### src/rtl/weighted_rr_scheduler.sv
// Weighted round-robin read scheduler for a bank of output FIFOs.
// Grants one queue at a time and pops it for up to its programmed weight.
module weighted_rr_scheduler #(
  parameter int QUEUE_QUANTITY = 4,
  parameter int WEIGHT_BITS    = 3
) (
  input  logic                                  clk,
  input  logic                                  rst,
  input  logic                                  enb,
  input  logic [QUEUE_QUANTITY-1:0]             buf_empty,
  input  logic                                  dst_full,
  input  logic [QUEUE_QUANTITY*WEIGHT_BITS-1:0] weights,
  output logic [QUEUE_QUANTITY-1:0]             pop,
  output logic [$clog2(QUEUE_QUANTITY)-1:0]     selector,
  output logic                                  selector_enb,
  output logic                                  busy
);

  localparam int SEL_W = $clog2(QUEUE_QUANTITY);

  typedef enum logic [0:0] {
    ST_IDLE  = 1'b0,
    ST_SERVE = 1'b1
  } state_t;

  state_t                  r_state, w_state_nxt;
  logic [SEL_W-1:0]        r_sel, w_sel_nxt;
  logic [SEL_W-1:0]        r_ptr, w_ptr_nxt;
  logic [WEIGHT_BITS-1:0]  r_credit, w_credit_nxt;

  logic [QUEUE_QUANTITY-1:0] w_eligible;
  logic                      w_any_eligible;
  logic [SEL_W-1:0]          w_scan_idx;
  logic [SEL_W-1:0]          w_grant_idx;
  logic [WEIGHT_BITS-1:0]    w_grant_weight;
  logic [SEL_W-1:0]          w_sel_inc;
  logic                      w_popping;

  // A queue competes only if it holds data and is not masked by a zero weight.
  always_comb begin
    w_eligible = {QUEUE_QUANTITY{1'b0}};
    for (int i = 0; i < QUEUE_QUANTITY; i++) begin
      w_eligible[i] = !buf_empty[i] &&
                      (weights[i*WEIGHT_BITS +: WEIGHT_BITS] != {WEIGHT_BITS{1'b0}});
    end
  end

  assign w_any_eligible = |w_eligible;

  // Descending scan so the eligible queue nearest to ptr (mod N) wins.
  always_comb begin
    w_grant_idx = r_ptr;
    w_scan_idx  = r_ptr;
    for (int k = QUEUE_QUANTITY - 1; k >= 0; k--) begin
      w_scan_idx = r_ptr + SEL_W'(k);
      if (w_eligible[w_scan_idx]) begin
        w_grant_idx = w_scan_idx;
      end else begin
        w_grant_idx = w_grant_idx;
      end
    end
  end

  // Weight of the queue about to be granted, loaded into credit at the grant edge.
  always_comb begin
    w_grant_weight = {WEIGHT_BITS{1'b0}};
    for (int i = 0; i < QUEUE_QUANTITY; i++) begin
      if (w_grant_idx == SEL_W'(i)) begin
        w_grant_weight = weights[i*WEIGHT_BITS +: WEIGHT_BITS];
      end else begin
        w_grant_weight = w_grant_weight;
      end
    end
  end

  assign w_sel_inc = r_sel + SEL_W'(1);
  assign w_popping = (r_state == ST_SERVE) && enb && !dst_full && !buf_empty[r_sel];

  // Mealy outputs: pops follow enb/dst_full/buf_empty in the same cycle.
  always_comb begin
    pop          = {QUEUE_QUANTITY{1'b0}};
    selector     = r_sel;
    selector_enb = 1'b0;
    busy         = 1'b0;
    if (r_state == ST_SERVE) begin
      busy = 1'b1;
      if (w_popping) begin
        pop          = QUEUE_QUANTITY'(1) << r_sel;
        selector_enb = 1'b1;
      end else begin
        pop          = {QUEUE_QUANTITY{1'b0}};
        selector_enb = 1'b0;
      end
    end else begin
      busy = 1'b0;
    end
  end

  // Next-state: grant in IDLE, spend credit in SERVE, leave on exhaustion or drain.
  always_comb begin
    w_state_nxt  = r_state;
    w_sel_nxt    = r_sel;
    w_ptr_nxt    = r_ptr;
    w_credit_nxt = r_credit;
    case (r_state)
      ST_IDLE: begin
        if (enb && w_any_eligible) begin
          w_sel_nxt    = w_grant_idx;
          w_credit_nxt = w_grant_weight;
          w_state_nxt  = ST_SERVE;
        end else begin
          w_state_nxt = ST_IDLE;
        end
      end
      ST_SERVE: begin
        if (w_popping) begin
          if (r_credit <= WEIGHT_BITS'(1)) begin
            w_credit_nxt = {WEIGHT_BITS{1'b0}};
            w_ptr_nxt    = w_sel_inc;
            w_state_nxt  = ST_IDLE;
          end else begin
            w_credit_nxt = r_credit - WEIGHT_BITS'(1);
          end
        end else if (enb && buf_empty[r_sel]) begin
          w_credit_nxt = {WEIGHT_BITS{1'b0}};
          w_ptr_nxt    = w_sel_inc;
          w_state_nxt  = ST_IDLE;
        end else begin
          w_state_nxt = ST_SERVE;
        end
      end
      default: begin
        w_state_nxt  = ST_IDLE;
        w_credit_nxt = {WEIGHT_BITS{1'b0}};
      end
    endcase
  end

  // State and arbitration registers.
  always_ff @(posedge clk or negedge rst) begin
    if (!rst) begin
      r_state  <= ST_IDLE;
      r_sel    <= {SEL_W{1'b0}};
      r_ptr    <= {SEL_W{1'b0}};
      r_credit <= {WEIGHT_BITS{1'b0}};
    end else begin
      r_state  <= w_state_nxt;
      r_sel    <= w_sel_nxt;
      r_ptr    <= w_ptr_nxt;
      r_credit <= w_credit_nxt;
    end
  end

endmodule

### config.mk
export PLATFORM = sky130hd
export DESIGN_NAME = weighted_rr_scheduler
export DESIGN_NICKNAME = d
export VERILOG_FILES = /design/src/rtl/weighted_rr_scheduler.sv
export SDC_FILE = /design/constraint.sdc
export NUM_CORES = 1
export LEC_CHECK = 0
export ABC_CLOCK_PERIOD_IN_PS = 1700
export BUFFER_PORTS_ARGS = -buffer_cell sky130_fd_sc_hd__buf_4
export CAP_MARGIN = 5
export CORE_MARGIN = 2
export CORE_UTILIZATION = 45
export CTS_CLUSTER_DIAMETER = 80
export CTS_CLUSTER_SIZE = 14
export DETAILED_ROUTE_END_ITERATION = 10
export GPL_ROUTABILITY_DRIVEN = 1
export GPL_TIMING_DRIVEN = 0
export MAX_ROUTING_LAYER = met4
export PLACE_DENSITY_LB_ADDON = 0.08
export REMOVE_ABC_BUFFERS = 1
export SYNTH_ARGS = -nofsm -noshare
export SYNTH_HDL_FRONTEND = slang
export SYNTH_SLANG_ARGS = --single-unit
### constraint.sdc
create_clock -name clk -period 1.7 [get_ports clk]
set_clock_uncertainty 0.05 [all_clocks]
set_input_delay 0.255 -clock clk [delete_from_list [all_inputs] [get_ports clk]]
set_output_delay 0.255 -clock clk [all_outputs]
set_load 0.02 [all_outputs]
## After elaboration in Yosys (flattened, before gate mapping)

Index checks and enable logic that the tools add are counted.

| word-level totals | value |
|---|---|
| flip-flop bits (word level) | 8 |
| bits of input ports | 20 |
| output and inout bits | 8 |
| word-level logic and storage cells | 84 |

| cells by class | value |
|---|---|
| add/subtract/negate cells | 5 |
| magnitude comparators | 6 |
| eq/ne operators | 6 |
| shift operators | 1 |
| muxes and demuxes | 36 |
| bitwise operators | 1 |
| reduce and logical (&&, ||, !) cells | 25 |

Operator list:

| kind | number |
|---|---|
| 3-bit 2-to-1 mux | 8 |
| 2-bit by 3-bit less-than comparator with 1-bit output (second input constant) | 5 |
| 2-bit 2-to-1 mux | 7 |
| 1-bit 2-to-1 mux | 12 |
| 3-bit nonzero test | 4 |
| 1-bit binary-select mux with 2-bit select | 5 |
| 1-bit logical AND | 9 |
| 4-bit 2-to-1 mux | 2 |
| 1-bit logical NOT | 6 |
| 3-bit one-hot mux with 2 select lines | 1 |
| 2-bit by 1-bit adder with 2-bit output (second input constant) | 2 |
| 2-bit adder (second input constant) | 2 |
| 2-bit == test (second input constant) | 2 |
| 2-bit AND reduction | 2 |
| 4-bit OR reduction | 1 |
| 1-bit by 2-bit << shifter with 4-bit output (first input constant) | 1 |
| 3-bit by 1-bit <= comparator with 1-bit output (second input constant) | 1 |
| 3-bit by 1-bit inequality test with 1-bit output (second input constant) | 1 |
| 3-bit AND reduction | 1 |
| 3-bit by 1-bit subtractor with 3-bit output (second input constant) | 1 |
| 2-bit by 1-bit == test with 1-bit output (second input constant) | 1 |
| 2-bit logical NOT | 1 |
| 2-bit by 1-bit inequality test with 1-bit output (second input constant) | 1 |
| 2-bit inequality test (second input constant) | 1 |
| other kinds (3) | 3 |

## Longest topological paths before layout

Gate-level depths: netlist of the first run.

| depth | value |
|---|---|
| word-level depth | 15 |
| depth in mapped cells | 7 |
| gate-level depth less buffers | 7 |

## Least setup slack after synthesis of the first run

No wires, ideal clock.

| timing path | value |
|---|---|
| kind | flip-flop to flip-flop |
| start | register r_sel[1] (netlist: selector[1]) |
| end | register r_credit[2] |
| library setup time | 96 ps |
| data arrival time | 2278 ps |
| setup slack | -724 ps |
| cell stages (with the launch flop) | 7 |
| path buffers | 0 |
| cells stage by stage | dfrtp_1 > mux4_2 > nor3_1 > and2_2 > a21o_2 > o31ai_1 > o31ai_1 |

| on the way | value |
|---|---|
| cells in the longest elaborated chain, start to end | 6 |

Ends and longest elaborated chain:

| what | line | source |
|---|---|---|
| start, declared | 27 | `logic [SEL_W-1:0] r_sel, w_sel_nxt;` |
| start signal, assigned | 143 | `r_sel <= {SEL_W{1'b0}};` |
| start signal, assigned | 148 | `r_sel <= w_sel_nxt;` |
| 1-bit binary-select mux with 2-bit select * | 77, 124 |  |
| 1-bit 2-to-1 mux (implied by the code) * | 77, 124 |  |
| 1-bit logical NOT | 77 | `assign w_popping = (r_state == ST_SERVE) && enb && !dst_full && !buf_empty[r_sel];` |
| 1-bit logical AND | 77 |  |
| 3-bit 2-to-1 mux / 3-bit by 1-bit inequality test with 1-bit output (equally long branches) | - |  |
| 3-bit one-hot mux with 2 select lines / 2-bit AND reduction (equally long branches) | - |  |
| end signal, assigned | 145 | `r_credit <= {WEIGHT_BITS{1'b0}};` |
| end signal, assigned | 150 | `r_credit <= w_credit_nxt;` |
| end, declared | 29 | `logic [WEIGHT_BITS-1:0] r_credit, w_credit_nxt;` |

Every way passes the cells marked *; elsewhere a longest branch is shown, timed or not. The select of a mux whose other input is x is not followed.
A chain may end at the register's enable or synchronous reset.

## Final worst setup path of the first run

| timing path | value |
|---|---|
| start | register r_sel[1] (netlist: selector[1]) |
| end | output pop[2] |

| on the way | value |
|---|---|
| cells in the longest elaborated chain, start to end | 6 |

Ends and longest elaborated chain:

| what | line | source |
|---|---|---|
| 1-bit binary-select mux with 2-bit select | 77 |  |
| 1-bit 2-to-1 mux (implied by the code) | 77 |  |
| 1-bit logical NOT | 77 |  |
| 1-bit logical AND | 77 |  |
| 4-bit 2-to-1 mux * | 87 | `if (w_popping) begin` |
| 4-bit 2-to-1 mux * | 85 | `if (r_state == ST_SERVE) begin` |
| end, declared | 13 | `output logic [QUEUE_QUANTITY-1:0] pop,` |

Marks and branches as above.

==> flow_summary.json, run 1 <==
{
  "die_y_um": 47.71,
  "fin_ws_ns": -0.3819,
  "crit_path_end_kind": "output port",
  "p_leak_nw": 0.6049,
  "maxCapViolations": 0,
  "start_util_pct": 48.72,
  "arrival_ns": 1.78,
  "synth.distinct_cells": 38,
  "cp_top_family": "multiplexers",
  "muxShareOfSynthArea_pct": 7.715,
  "cpPeakStageDelay_ns": 0.55,
  "area_growth_pct": 54.29,
  "synthAdderAreaFrac_pct": 8.734,
  "synth_seq_cells": 8,
  "synth_top_family_by_area": "compound AO/OA/AOI/OAI gates",
  "drive_above_1_share_pct": 51.82,
  "synth_compound_area_share_pct": 30.57,
  "grt_setup_unrepaired": "yes",
  "portBuffers": 27,
  "dr.pass1.iters": 4,
  "synthCells": 98,
  "nets": 165,
  "post_drt_wl_per_cell_um": 15.46,
  "layout_commonest_cell": "buf_4",
  "drc": 0,
  "max_freq_mhz": 480.3,
  "critPathMaxFanout": 6,
  "final_util_pct": 75.18,
  "rows": 15,
  "synth-seq-area-share_pct": 23.29,
  "placedCellCount": 149,
  "ys_async_sr_fraction_pct": 100.0,
  "syn_avg_cell_area_sq_um": 8.771,
  "clock_latency_ns": 0.26,
  "clkSinkCount": 8,
  "grt_antenna_before_repair": 0,
  "htreeDepth": 1,
  "setup_viol": 10,
  "startpoint_type": "register",
  "ios": 28,
  "grt_usage_pct": 25.04,
  "via_per_inst": 5.716,
  "cts_root_buf": "clkbuf_4",
  "synthesis.area_sq_um": 859.6,
  "cts_tree": "built",
  "final_cell_mix": "buf_4 (30), inv_1 (11), nor2_1 (7)",
  "synth-simple-area-share_pct": 23.58,
  "synth_top_area_cell": "dfrtp_1",
  "fp.dieW_um": 47.71,
  "hold_violations": 0,
  "gp_congestion": 0.8445,
  "hp-class": "primary input to register",
  "dieArea_sq_um": 2276,
  "grt_pass1_vias": 867,
  "crit_type": "register to output port",
  "violations": "setup timing",
  "synthFlopType": "dfrtp_1",
  "slew_violations": 0,
  "setup_tns_ns": -2.402,
  "cts-buffers-inserted": 3,
  "path_buf_inv": 1,
  "worstPathRequired_ns": 1.39,
  "synth_top_area_share_pct": 23.29,
  "hpwl_um": 1781,
  "fillers": 131,
  "power_density_nw_per_um2": 1265,
  "slew_headroom_pct": 66.72,
  "antennaDiodeCount": 0,
  "period_share_pct": 122.5,
  "stdcell_count": 162,
  "yosysWarnings": 0,
  "grt_first_pass_wirelength_um": 3767,
  "synth_edf_count": 0,
  "clockBufferDepth": 2,
  "synth_area_leaders": "dfrtp_1 (23%), ha_1 (8.7%), o31ai_1 (5.2%)",
  "synthXorXnorAreaFrac_pct": 0,
  "critical_path.cell_chain": "mux4_2 -> nor3_4 -> and2_1 -> buf_6",
  "vias": 926,
  "status": "finished with violations",
  "tightest_slew_ns": 0.4974,
  "cts.clk_slew.worst_paths_ns": 0.05,
  "drt_iter0_markers": 34,
  "slowest_stage": "mux4_2",
  "min_period_ns": 2.082,
  "ant_nets": 0,
  "overflow": 0,
  "peakVddDrop_uv": 1016,
  "core_area_sq_um": 1764,
  "grt_max_degree": 9,
  "wl_um": 2505
}
through the flow:
stage / hold WS, ns / setup slack [ns] / power (mW) / cell area [sq um]
after detailed placement: 0.02561 / -0.6368 / 1.241 / 1082
after CTS: 0.2380 / -0.3803 / 1.572 / 1251
final: 0.2445 / -0.3819 / 1.678 / 1326
after global routing: 0.2558 / -0.4712 / 1.817 / 1326
after floorplan: -0.09059 / -0.7236 / 0.9677 / 848.3
after global placement: 0.02393 / -0.5906 / 1.212 / 1082
tightest hold or removal path: cells and delay by family:
family / cells / cell delay [ns]
AOI/OAI and AO/OA: 2 / 0.12
buffers and inverters: 1 / 0.13
cell usage after synthesis (2+ instances only):
| library cell | n |
|---|---|
| nand4_1 | 3 |
| ha_1 | 6 |
| o31ai_1 | 6 |
| nor2b_1 | 2 |
| o21ai_0 | 5 |
| inv_1 | 11 |
| o22ai_1 | 2 |
| mux2_2 | 3 |
| o211a_1 | 3 |
| and2_1 | 4 |
| o32ai_1 | 2 |
| o21a_1 | 2 |
| dfrtp_1 | 8 |
| nor2_1 | 8 |
| nand2_1 | 3 |
| nor3_1 | 6 |
| a21o_2 | 2 |
| a21oi_1 | 2 |
cell families after synthesis:
kind of cell,after synthesis
simple gates,34
compound gates,33
buf+inv,12
flops,8
fa+ha+maj,6
mux,5
power by group:
part / internal, mW / total [mW] / switching (mW)
Combinational: 0.565 / 1.14 / 0.573
Clock: 0.0811 / 0.151 / 0.0698
Sequential: 0.288 / 0.389 / 0.101
Total: 0.933 / 1.68 / 0.744
what timing repair did:
item / 4_1_cts / 5_1_grt
setup endpoints to repair: 12 / 11
pin swaps: 5 / 5
endpoints found under the hold margin: 8 / 0
hold buffers: 1 / 0
buffers inserted: 6 / 3
gates resized for setup: 18 / 10
per-layer routing:
metal	global-route usage [%]	wire length, um
met1	30.02	1064
met2	42.13	1302
met3	6.792	120
met4	4.865	17
met5	-	0
layout make-up:
| class | instances | area (sq um) | area share, % |
|---|---|---|---|
| multi-input combinational | 78 | 725.7 | 54.72 |
| timing repair buffer | 37 | 302.8 | 22.83 |
| sequential | 8 | 202.7 | 15.28 |
| inverter | 11 | 41.29 | 3.113 |
| tap | 25 | 31.28 | 2.358 |
| clock buffer | 3 | 22.52 | 1.698 |
worst paths after layout:
kind | from | to | slack, ns | cells past startpoint
min in group asynchronous | rst | r_credit[0] | 0.30 | 2
max reg2reg | selector[1] | r_credit[2] | -0.13 | 6
max in group asynchronous | rst | r_ptr[1] | 1.15 | 2
min reg2reg | r_credit[1] | r_credit[1] | 0.51 | 2
max | selector[1] | pop[2] | -0.38 | 4
min | enb | r_state | 0.24 | 3
flip-flops by register name (all words and copies together) (netlist names):
| register | cells |
|---|---|
| r_state | 1 |
| r_ptr | 2 |
| selector | 2 |
| r_credit | 3 |
No activity file was read; power rests on OpenSTA's default activity.
==> inputs of run 2 (changes only) <==
--- a/config.mk
+++ b/config.mk
@@ -16,7 +16,7 @@
 export GPL_ROUTABILITY_DRIVEN = 1
 export GPL_TIMING_DRIVEN = 0
 export MAX_ROUTING_LAYER = met4
-export PLACE_DENSITY_LB_ADDON = 0.08
+export PLACE_DENSITY = 0.85
 export REMOVE_ABC_BUFFERS = 1
 export SYNTH_ARGS = -nofsm -noshare
 export SYNTH_HDL_FRONTEND = slang
==> flow_summary.json, run 2 (synthesized netlist as in run 1, its figures left out) <==
{
  "final_util_pct": 77.31,
  "drc": 0,
  "crit_path_start": "selector[1]",
  "final_cell_mix": "buf_4 (32), inv_1 (11), buf_6 (7)",
  "clock_power_share_pct": 7.9,
  "violations": "setup timing",
  "slew_violations": 0,
  "status": "finished with violations",
  "gp_congestion": 0.8549,
  "worstPathRequired_ns": 1.39,
  "grt_first_pass_wirelength_um": 3753,
  "rr_startpoint": "r_ptr[1]",
  "dieArea_sq_um": 2276,
  "pwr-share-seq_pct": 22.7,
  "arrival_ns": 1.72,
  "cp-endpoint": "pop[1]",
  "wl_um": 2714,
  "cts-buffers-inserted": 3,
  "crit_path_end_kind": "output port",
  "tightest_slew_ns": 0.5237,
  "start_util_pct": 48.72,
  "total_power_mw": 1.739,
  "min_period_ns": 2.025,
  "ios": 28,
  "layout_commonest_cell": "buf_4",
  "ant_nets": 0,
  "overflow": 0,
  "p_sw_share_pct": 44.12,
  "combPwrFrac_pct": 69.4,
  "setup_viol": 11,
  "dr.pass1.iters": 4,
  "startpoint_type": "register",
  "fillers": 131,
  "core_area_sq_um": 1764,
  "power_density_nw_per_um2": 1275,
  "hp-class": "primary input to register",
  "peakVddDrop_uv": 780.6,
  "grt_usage_pct": 24.50,
  "vias": 983,
  "top_register": "r_credit",
  "portBuffers": 27,
  "antennaDiodeCount": 0,
  "grt_pass1_vias": 921,
  "htreeDepth": 1,
  "post_drt_wl_per_cell_um": 16.45,
  "cts_root_buf": "clkbuf_4",
  "grt_antenna_before_repair": 0,
  "rrSetupSlack_ns": -0.17,
  "period_share_pct": 119.1,
  "cts_tree": "built",
  "max_freq_mhz": 493.8,
  "clock_latency_ns": 0.24,
  "cell_internal_pwr_uw": 971.6,
  "critPathMaxFanout": 6,
  "grt_setup_unrepaired": "yes",
  "p_leak_nw": 0.6180,
  "drt_iter0_markers": 47,
  "cts.clk_slew.worst_paths_ns": 0.05,
  "fp.dieW_um": 47.71,
  "largest_reg_flops": 3,
  "rows": 15,
  "hpwl_um": 1655,
  "drive_above_1_share_pct": 52.14,
  "nets": 168,
  "grt_max_degree": 9,
  "crit_type": "register to output port",
  "ff2ff_path_depth": 7,
  "fin_ws_ns": -0.3253,
  "slew_headroom_pct": 64.96,
  "via_per_inst": 5.958,
  "hold_violations": 0,
  "r2r-end": "r_credit[0]",
  "maxCapViolations": 0,
  "clockBufferDepth": 2,
  "die_y_um": 47.71,
  "power_switching_uw": 767.0,
  "clkSinkCount": 8,
  "area_growth_pct": 58.66
}
-- run 2: changes by cell type in the layout (fill, tap and decap cells not counted), sizes merged --
cell / previous run / this run
buf: 36 / 39
-- run 2: critical path, cell delays in order, from the launching register on --
cell	delay, ns
dfrtp_2	0.38
mux4_2	0.55
nor3_4	0.25
and2_1	0.18
buf_6	0.12
-- run 2: final cells by class --
class	count	area (sq um)	area share [%]
clock buffer	3	22.52	1.651
sequential	8	202.7	14.86
timing repair buffer	40	329.1	24.13
inverter	11	41.29	3.028
tap	25	31.28	2.294
multi-input combinational	78	737.0	54.04
-- run 2: timing repair --
item                                    CTS  global route
hold buffers                              1             0
pin swaps                                 2             8
buffers inserted                          7             5
endpoints found under the hold margin     8             0
gates resized for setup                  11            19
gates cloned                              0             0
endpoints found under the setup margin   10            11
-- run 2: worst min path at each step --
stage	start	to	slack, ns	cells past startpoint
2_1_floorplan	rst	r_credit[0]	-0.09	0
3_3_place_gp	rst	r_ptr[1]	0.02	1
3_5_place_dp	rst	r_ptr[1]	0.03	1
4_1_cts	enb	r_state	0.26	3
5_1_grt	enb	r_state	0.30	3
6_report	enb	r_state	0.30	3
-- run 2: metrics by stage --
step | hold WS [ns] | std cells | setup TNS (ns) | setup WS (ns) | cell area (sq um)
detailed placement | 0.02588 | 149 | -3.950 | -0.4800 | 1082
finish | 0.2971 | 165 | -2.317 | -0.3253 | 1364
global placement | 0.02460 | 149 | -3.598 | -0.4953 | 1082
floorplan | -0.09059 | 97 | -5.258 | -0.7236 | 848.3
CTS | 0.2563 | 160 | -1.852 | -0.3351 | 1224
global route | 0.3035 | 165 | -3.008 | -0.4007 | 1364
-- run 2: power groups by stage --
stage | combinational (mW) | clock [mW] | sequential, mW
3_5_place_dp | 0.819 | 0 | 0.400
2_1_floorplan | 0.554 | 0 | 0.414
5_1_grt | 1.31 | 0.149 | 0.412
3_3_place_gp | 0.792 | 0 | 0.397
4_1_cts | 1.00 | 0.143 | 0.376
6_report | 1.21 | 0.138 | 0.395
-- run 2: layer usage --
layer / up-vias / GRT usage (%) / share of wire (%)
li1: 458 / - / -
met1: 464 / 25.70 / 37
met2: 49 / 45.60 / 54
met3: 12 / 0 / 5.0
met4: 0 / 14.05 / 3.7
met5: - / - / 0
